`src/rtl/bcd_scan_driver.sv`:
```
// Three-digit multiplexed seven-segment driver for a packed BCD word.
// Optional build macro LEADING_ZERO_BLANK_EN blanks leading zero digits.
module bcd_scan_driver #(
  parameter int PRESCALE = 50000
) (
  input  logic        clk,
  input  logic        reset,
  input  logic [11:0] bcd_in,
  input  logic        load,
  output logic [6:0]  seg_n,
  output logic [2:0]  dig_en_n,
  output logic        err,
  output logic        frame
);

  localparam int CW = (PRESCALE > 1) ? $clog2(PRESCALE) : 1;
  localparam logic [CW-1:0] CNT_MAX = CW'(PRESCALE - 1);

  typedef enum logic [1:0] {
    DIG_ONES  = 2'd0,
    DIG_TENS  = 2'd1,
    DIG_HUNDS = 2'd2
  } dig_e;

  // Active-low g..a pattern; any non-decimal nibble shows a dash.
  function automatic logic [6:0] seg_decode(input logic [3:0] nib);
    logic [6:0] pat;
    case (nib)
      4'd0:    pat = 7'b1000000;
      4'd1:    pat = 7'b1111001;
      4'd2:    pat = 7'b0100100;
      4'd3:    pat = 7'b0110000;
      4'd4:    pat = 7'b0011001;
      4'd5:    pat = 7'b0010010;
      4'd6:    pat = 7'b0000010;
      4'd7:    pat = 7'b1111000;
      4'd8:    pat = 7'b0000000;
      4'd9:    pat = 7'b0010000;
      default: pat = 7'b0111111;
    endcase
    return pat;
  endfunction

  function automatic logic any_invalid(input logic [11:0] word);
    return (word[11:8] > 4'd9) || (word[7:4] > 4'd9) || (word[3:0] > 4'd9);
  endfunction

  logic [11:0]   held_r;
  logic [CW-1:0] cnt_r;
  dig_e          idx_r;
  dig_e          idx_next_s;
  logic          wrap_s;
  logic [3:0]    nib_s;
  logic          blank_s;
  logic [6:0]    seg_next_s;
  logic [2:0]    dig_next_s;

  assign wrap_s = (cnt_r == CNT_MAX);

  // Digit-select state register.
  always_ff @(posedge clk) begin
    if (reset) begin
      idx_r <= DIG_ONES;
    end else begin
      idx_r <= idx_next_s;
    end
  end

  // Next digit and per-digit output decode from the current selection.
  always_comb begin
    idx_next_s = idx_r;
    nib_s      = held_r[3:0];
    dig_next_s = 3'b111;
    if (wrap_s) begin
      case (idx_r)
        DIG_ONES:  idx_next_s = DIG_TENS;
        DIG_TENS:  idx_next_s = DIG_HUNDS;
        DIG_HUNDS: idx_next_s = DIG_ONES;
        default:   idx_next_s = DIG_ONES;
      endcase
    end else begin
      idx_next_s = idx_r;
    end
    case (idx_r)
      DIG_ONES: begin
        nib_s      = held_r[3:0];
        dig_next_s = 3'b110;
      end
      DIG_TENS: begin
        nib_s      = held_r[7:4];
        dig_next_s = 3'b101;
      end
      DIG_HUNDS: begin
        nib_s      = held_r[11:8];
        dig_next_s = 3'b011;
      end
      default: begin
        nib_s      = held_r[3:0];
        dig_next_s = 3'b111;
      end
    endcase
  end

  // Blanking only ever hits zero nibbles, so an out-of-range digit still shows its dash.
  always_comb begin
`ifdef LEADING_ZERO_BLANK_EN
    blank_s = ((idx_r == DIG_HUNDS) && (held_r[11:8] == 4'd0)) ||
              ((idx_r == DIG_TENS) && (held_r[11:8] == 4'd0) && (held_r[7:4] == 4'd0));
`else
    blank_s = 1'b0;
`endif
    if (blank_s) begin
      seg_next_s = 7'h7F;
    end else begin
      seg_next_s = seg_decode(nib_s);
    end
  end

  // Held word, prescaler and registered display outputs.
  always_ff @(posedge clk) begin
    if (reset) begin
      held_r   <= 12'h000;
      cnt_r    <= '0;
      seg_n    <= 7'h7F;
      dig_en_n <= 3'b111;
      err      <= 1'b0;
      frame    <= 1'b0;
    end else begin
      if (load) begin
        held_r <= bcd_in;
      end
      cnt_r    <= wrap_s ? '0 : cnt_r + {{(CW-1){1'b0}}, 1'b1};
      seg_n    <= seg_next_s;
      dig_en_n <= dig_next_s;
      err      <= any_invalid(held_r);
      frame    <= wrap_s && (idx_r == DIG_HUNDS);
    end
  end

endmodule

```
`config.mk`:
```
export PLATFORM = sky130hd
export DESIGN_NAME = bcd_scan_driver
export DESIGN_NICKNAME = d
export VERILOG_FILES = /design/src/rtl/bcd_scan_driver.sv
export SDC_FILE = /design/constraint.sdc
export NUM_CORES = 1
export LEC_CHECK = 0
export ABC_AREA = 0
export BUFFER_PORTS_ARGS = -buffer_cell sky130_fd_sc_hd__buf_2
export CORE_UTILIZATION = 35
export CTS_CLUSTER_DIAMETER = 200
export DETAILED_ROUTE_END_ITERATION = 6
export PLACE_DENSITY = 0.5
export RECOVER_POWER = 50
export SYNTH_ARGS = -nofsm -noshare
export SYNTH_HDL_FRONTEND = slang
export SYNTH_SLANG_ARGS = --single-unit
```
`constraint.sdc`:
```
create_clock -name clk -period 2.6 [get_ports clk]
set_input_delay 0.39 -clock clk [delete_from_list [all_inputs] [get_ports clk]]
set_output_delay 0.39 -clock clk [all_outputs]
set_load 0.005 [all_outputs]
```
---- After elaboration in Yosys (flattened, before gate mapping) ----
Memory sizes are Yosys's and may differ from the RTL's. A register that Yosys moved wholly into a read port is not among the register bits.
Cells that the tools add are included.
operators by class
  div/mod/pow operators ................... 0
  reduce and logical (&&, ||, !) cells .... 5
  multiplexer cells ....................... 3
  bitwise gates (word level) .............. 0
  $add $sub $neg .......................... 1
  order comparisons ....................... 3
  $mul .................................... 0
  eq/ne operators ......................... 3
  shift-type cells ........................ 0
operators with widths
  cell                                                                    number
  16-bit by 1-bit adder with 16-bit output (second input constant)        1
  16-bit equality test (second input constant)                            1
  4-bit greater-than comparator (second input constant)                   3
  3-bit case mux with 3 select lines                                      1
  4-bit case mux with 2 select lines                                      1
  2-bit case mux with 2 select lines                                      1
  2-bit by 1-bit equality test with 1-bit output (second input constant)  1
  2-bit equality test (second input constant)                             1
  2-bit zero test                                                         1
  1-bit logical OR                                                        2
  2-bit OR reduction                                                      1
  1-bit logical AND                                                       1
storage, ports and cells
  bits in writable memories ............... 0
  logic and storage cells ................. 22
  output and inout bits ................... 12
  register bits after elaboration ......... 35
  memories ................................ 1
  bits in latches ......................... 0
  bits in read-only memories .............. 112
  input bits .............................. 15
memories
  name             depth  bits a word  rd ports  clocked after memory_dff  wr ports  RTL line  RTL
  (no name shown)  16     7            1         1                         0         28        case (nib)

---- Depth between registers and ports, before layout ----
Gate-level depths: netlist (run 1).
  word-level depth ........................ 3
  depth in mapped cells ................... 10
  mapped depth without buffers ............ 9

---- Least setup slack after synthesis (run 1) ----
OpenSTA, ideal clock, no wires.
  path kind ............................... register to register
  start point ............................. register idx_r[0]
  end point ............................... register seg_n[4]
  path buffers ............................ 1
  cell stages (with the launch flop) ...... 11
  data required time ...................... 2.522 ns
  period minus slack after synthesis ...... 2.133 ns
  setup slack ............................. 0.467 ns
  setup time .............................. 0.078 ns
  data arrival time ....................... 2.055 ns
  path through ............................ dfxtp_1 -> inv_1 -> ha_1 -> clkbuf_1 -> nor2_1 -> a21oi_1 -> inv_1 -> ha_1 -> a211oi_1 -> a21oi_1 -> a32oi_1
between the ends
  cells in the longest elaborated chain, start to end .. 2
  elaborated cells on any way between the ends .. 3
  those cells by class .................... 2 x eq/ne; 1 x mux
ends and longest elaborated chain
  item                                                                                          RTL line  RTL
  start, declared                                                                               50        dig_e idx_r;
  start signal, assigned                                                                        65        idx_r <= idx_next_s;
  2-bit equality test / 2-bit by 1-bit equality test with 1-bit output (equally long branches)  84        case (idx_r)
  4-bit case mux with 2 select lines *                                                          84
  end, declared                                                                                 10        output logic [6:0] seg_n,
Mark *: on every way between the ends. The rest lies on a longest branch, timed or not.
A chain may end at the register's enable or synchronous reset.

---- Worst setup path after layout (run 1) ----
Same ends and word-level chain as after synthesis.

==> results.toml, run 1 <==
[power]
irDropWorstVdd_mv = 0.259
cellLeakagePower_nw = 0.820
powerDensity_mw_per_mm2 = 583
power_mw = 1.21

[logic_synthesis]
syn_area_mm2 = 0.00180
synth-seq-area-share_pct = 46.7
yosys.area.top_type_share_pct = 46.7
yosysUniqueCellTypes = 33
synthCells = 193
yosysTopAreaCell = "dfxtp_1"
synth.avg_cell_area_um2 = 9.33
synth-seq-cells = 42
synth-main-ff-cell = "dfxtp_1"
ys_async_sr_fraction_pct = 0
synth_edf_count = 0
syn-num-nets = 217
synth.area.top_cells = "dfxtp_1 (47%), mux2i_1 (7.8%), nor2_1 (7.3%)"
ys.warnings.count = 0

[place]
pre_cts_slack_ns = 0.589
placed_area_mm2 = 0.00200
place_hpwl_mm = 2.71
port-buffer-count = 26
finalWeightedCongestion = 0.897
dpl.cell_count = 281

[global_route]
grt_pass1_wl_mm = 6.24
grt.overflow.total = 0
grt_use_total_pct = 15.2
grt_max_degree = 21
grt_antenna_before_repair = 0
grt_pass1_vias = 1418

[outcome]
status = "completed"

[drt]
routedWlPerCell_um = 13.0
wirelength_mm = 3.74
drcViolationCount = 0
antenna_left = 0
drtIter0Drc = 84
avgViaCountPerCell = 5.04
vias = 1456
firstDrtPassIters = 4

[cells_and_area]
layout_common_cells = "dfxtp_1 (42), nor2_1 (35), buf_2 (18)"
multiInputGateArea_um2 = 911
fin_nets = 245
finalInstanceArea_mm2 = 0.00208
instances_no_fill = 289
fillerInstances = 503
n_antenna_cell = 0
regArea_um2 = 841
area_growth_pct = 15.6
final_util_pct = 42.9
final_common_cell = "dfxtp_1"
drive_gt1_share_pct = 14.4

[sta]
worst_pin_slew_ns = 0.917
finalCriticalPeriod_ns = 2.06
relSlewSlack_pct = 38.8
setup_viol = 0
fmax_ghz = 0.486
layout_setup_ws_ns = 0.544
hold_ws_ns = 0.328
drv_slew = 0
hold_viol_final = 0
rsz0062_at_grt = "no"
setup_tns_ns = 0
period_share_pct = 79.1
fin_skew_ns = 0.00688

[setup_path]
worstPathMaxFanout = 11
worstPathArrival_ns = 2.28
r2r_setup_slack_ns = 0.54
critical_path_class = "reg2reg"
crit_required_ns = 2.82
start_kind = "flop"
end_kind = "flop"

[clocking]
cts_root_buf = "clkbuf_8"
clk_pin_slew_worst_paths_ns = 0.08
cts_tree = "done"
cts_setup_buffers = 0
cts_inserted_buffers = 5
clkLatencyLatePin_ns = 0.29
cts_max_path_buffers = 2
numClockSinks = 42
clock_tree.htree_level_count = 2
cts_hold_buf = 0
ctsResizeCount = 0

[floorplan]
die_h_um = 73.7
rows = 25
io_pins = 27
fp.dieArea_mm2 = 0.00544
die_w_um = 73.7
start_util_pct = 37.1
core_mm2 = 0.00485

[run]
drv_cap = 0

[hold_path]
min_path_type = "in2reg"
where the power goes:
group	internal, mW	total (mW)	switching (mW)
Clock	0.214	0.431	0.217
Combinational	0.0420	0.0952	0.0532
Sequential	0.670	0.687	0.0167
worst max-delay path, cell delays in order (launching register included):
cell and delay (ns):
dfxtp_1 0.38, inv_1 0.10, ha_1 0.43, nor2_1 0.13
a21o_1 0.16, inv_1 0.13, ha_1 0.23, a211oi_1 0.19
a21oi_1 0.06, a32oi_1 0.18
worst paths after layout:
path	cells past startpoint	end	startpoint
setup / recovery	9	seg_n[4]	idx_r[0]
hold / removal	3	held_r[0]	bcd_in[0]
setup reg to reg	9	seg_n[4]	idx_r[0]
hold reg to reg	1	cnt_r[0]	cnt_r[0]
registers in the layout, summed over array words and instances, names as in the netlist:
name      count
err           1
cnt_r        16
idx_r         2
seg_n         7
held_r       12
dig_en_n      3
frame         1
metal layers:
metal / wire length (µm) / part of all wire [%] / vias to the layer above / GRT usage [%]
met5: 0 / 0 / - / 0
met4: 59 / 1.6 / 0 / 7.69
met3: 153 / 4.1 / 5 / 3.84
met2: 1870 / 50 / 37 / 26.4
met1: 1660 / 44 / 680 / 17.2
li1: - / - / 734 / -
Yosys cell counts, types with 2 or more instances:
master	number
nand3_1	7
a211oi_1	2
xnor2_1	8
nand4_1	6
clkbuf_1	5
a22oi_1	5
nor4bb_1	2
mux2i_1	14
nand2_1	8
inv_1	7
nor3_1	2
a21oi_1	9
dfxtp_1	42
xor2_1	4
ha_1	9
o21ai_0	7
nor4_1	4
nor2_1	35
a21o_1	3
cells by family (layout without fill, tap and decap cells):
| kind of cell | count (synthesis) | in the layout | synth area share (%) |
|---|---|---|---|
| AO/OA/AOI/OAI | 30 | 30 | 10.4 |
| XOR/XNOR | 12 | 12 | 5.84 |
| adder cells (fa/ha/maj) | 9 | 9 | 6.25 |
| buffers and inverters | 13 | 42 | 2.71 |
| flip-flops | 42 | 42 | 46.7 |
| multiplexers | 14 | 14 | 7.78 |
| AND/OR/NAND/NOR | 73 | 73 | 20.4 |
final cells by class:
type                    count  share of cell area (%)
multi-input cells         138                    43.8
flip-flops and latches     42                    40.4
repair buffers             27                    6.13
clock buffers               7                    4.15
well taps                  67                    4.03
inverters                   7                    1.26
clock inverters             1                   0.241
Note: power is estimated with default switching activity, not from simulation.
==> run 2: changes to the inputs <==
- PLACE_DENSITY: 0.5 -> 0.52
- clock period: 2.6 -> 1.8 ns (I/O delays scaled with it)
==> run 2 against run 1 <==
  * Combinational power rose by 65%
  * Clock skew rose by 0.00093 ns
  * Count of clock-buffer cells in the layout fell by 1
  * Final cell count rose by 6.6%
  * Utilization rose by 5.2 points
  * Total power rose by 69%
  * First-iteration DRC count rose by 54%
  * Non-clock buffer count rose by 19
  * Sequential cell count did not move
  * Worst setup slack got worse by 0.48 ns
  * Critical path type unchanged
  * Largest cell class unchanged
  * Largest power group unchanged
==> results.toml, run 2 (same netlist as run 1, synthesis figures left out) <==
[floorplan]
core_mm2 = 0.00485
io_pins = 27
die_w_um = 73.7
die_h_um = 73.7
fp.dieArea_mm2 = 0.00544
start_util_pct = 37.1
rows = 25

[clocking]
cts_tree = "done"
cts_root_buf = "clkbuf_8"
numClockSinks = 42
cts_hold_buf = 0
clkLatencyLatePin_ns = 0.29
cts_inserted_buffers = 5
clock_tree.htree_level_count = 2
clk_pin_slew_worst_paths_ns = 0.08
cts_max_path_buffers = 2

[cells_and_area]
layout_top_registers = "cnt_r (16), held_r (12), seg_n (7)"
instances_no_fill = 308
top_register = "cnt_r"
fin_nets = 264
drive_gt1_share_pct = 27.0
area_growth_pct = 29.6
layout_common_cells = "dfxtp_1 (40), nor2_1 (35), buf_2 (19), buf_4 (19), mux2i_1 (14)"
n_antenna_cell = 0
final_common_cell = "dfxtp_1"
finalInstanceArea_mm2 = 0.00233
final_util_pct = 48.1
largest_reg_flops = 16

[sta]
drv_slew = 0
relSlewSlack_pct = 36.3
period_share_pct = 96.3
hold_ws_ns = 0.210
worst_pin_slew_ns = 0.956
setup_viol = 0
fmax_ghz = 0.577
setup_tns_ns = 0
rsz0062_at_grt = "yes"
hold_viol_final = 0
fin_skew_ns = 0.00781
finalCriticalPeriod_ns = 1.73
layout_setup_ws_ns = 0.0671

[global_route]
grt_pass1_vias = 1281
grt.overflow.total = 0
grt_pass1_wl_mm = 6.26
grt_antenna_before_repair = 0
grt_use_total_pct = 15.2
grt_max_degree = 21

[drt]
firstDrtPassIters = 4
routedWlPerCell_um = 11.9
drcViolationCount = 0
drtIter0Drc = 129
wirelength_mm = 3.68
antenna_left = 0
vias = 1446
avgViaCountPerCell = 4.69

[power]
powerDensity_mw_per_mm2 = 878
irDropWorstVdd_mv = 0.446
cellLeakagePower_nw = 0.940
power_mw = 2.05

[setup_path]
crit_required_ns = 2.01
worstPathArrival_ns = 1.94
path_delay_family = "compound AO/OA/AOI/OAI gates"
critPathBufInv = 2
start_kind = "flop"
worstPathCellList = "inv_2 > ha_2 > a22oi_1 > a21o_1 > inv_2 > ha_2 > a211oi_2 > a21oi_1 > a32oi_1"
cpPeakStageDelay_ns = 0.38
cpMaxStageDelayCell = "dfxtp_4"
end_kind = "flop"
worstPathMaxFanout = 5
critical_path_class = "reg2reg"

[run]
drv_cap = 0

[place]
placed_area_mm2 = 0.00214
place_hpwl_mm = 2.66
pre_cts_slack_ns = -0.0818
port-buffer-count = 26
dpl.cell_count = 298
finalWeightedCongestion = 0.778

[hold_path]
min_path_type = "in2reg"

[outcome]
status = "completed"
==> run 2: cell types whose count changed in the layout (fill, tap and decap cells not counted), moves of 2 or more <==
cell / delta
buf_4: +18
inv_1: -3
ha_2: +2
ha_4: +3
ha_1: -5
dfxtp_1: -2
bufinv_16: +2
inv_2: +3
==> run 2: layer usage <==
| metal | up-vias | GRT usage (%) | routed length (µm) |
|---|---|---|---|
| li1 | 770 | - | - |
| met3 | 4 | 4.12 | 123 |
| met5 | - | 0 | 0 |
| met4 | 0 | 5.13 | 43 |
| met1 | 642 | 23.8 | 2110 |
| met2 | 30 | 19.2 | 1400 |
==> run 2: worst register-to-register path: stages (launching register included) <==
cell and delay [ns]:
dfxtp_4 0.38, inv_2 0.07, ha_2 0.21, a22oi_1 0.16, a21o_1 0.18, inv_2 0.07, ha_2 0.19, a211oi_2 0.15
a21oi_1 0.06, a32oi_1 0.19
==> run 2: worst paths after layout <==
check / from / end / slack, ns / depth (start not counted)
max: idx_r[0] / seg_n[4] / 0.07 / 9
min: bcd_in[6] / held_r[6] / 0.21 / 3
max reg2reg: idx_r[0] / seg_n[4] / 0.07 / 9
min reg2reg: cnt_r[0] / cnt_r[0] / 0.48 / 1
==> run 2: cell type report <==
cell class,count,area [µm²]
sequential,42,846
multi-input combinational,138,967
clock inverter,2,60.1
clock buffer,6,82.6
timing repair buffer,46,268
inverter,7,26.3
tap,67,83.8
fill,483,2510
==> run 2: what timing repair did <==
action | 4_1_cts | 5_1_grt
setup endpoints to repair | 1 | 4
gates resized for setup | 4 | 6
gates cloned | 0 | 0
setup buffers | 0 | 2
pin swaps | 1 | 2
==> run 2: where the power goes <==
part           total (mW)  internal (mW)  switching [mW]
logic               0.157         0.0746          0.0823
registers           0.988          0.967          0.0208
clock network       0.904          0.592           0.312
total                2.05           1.63           0.415
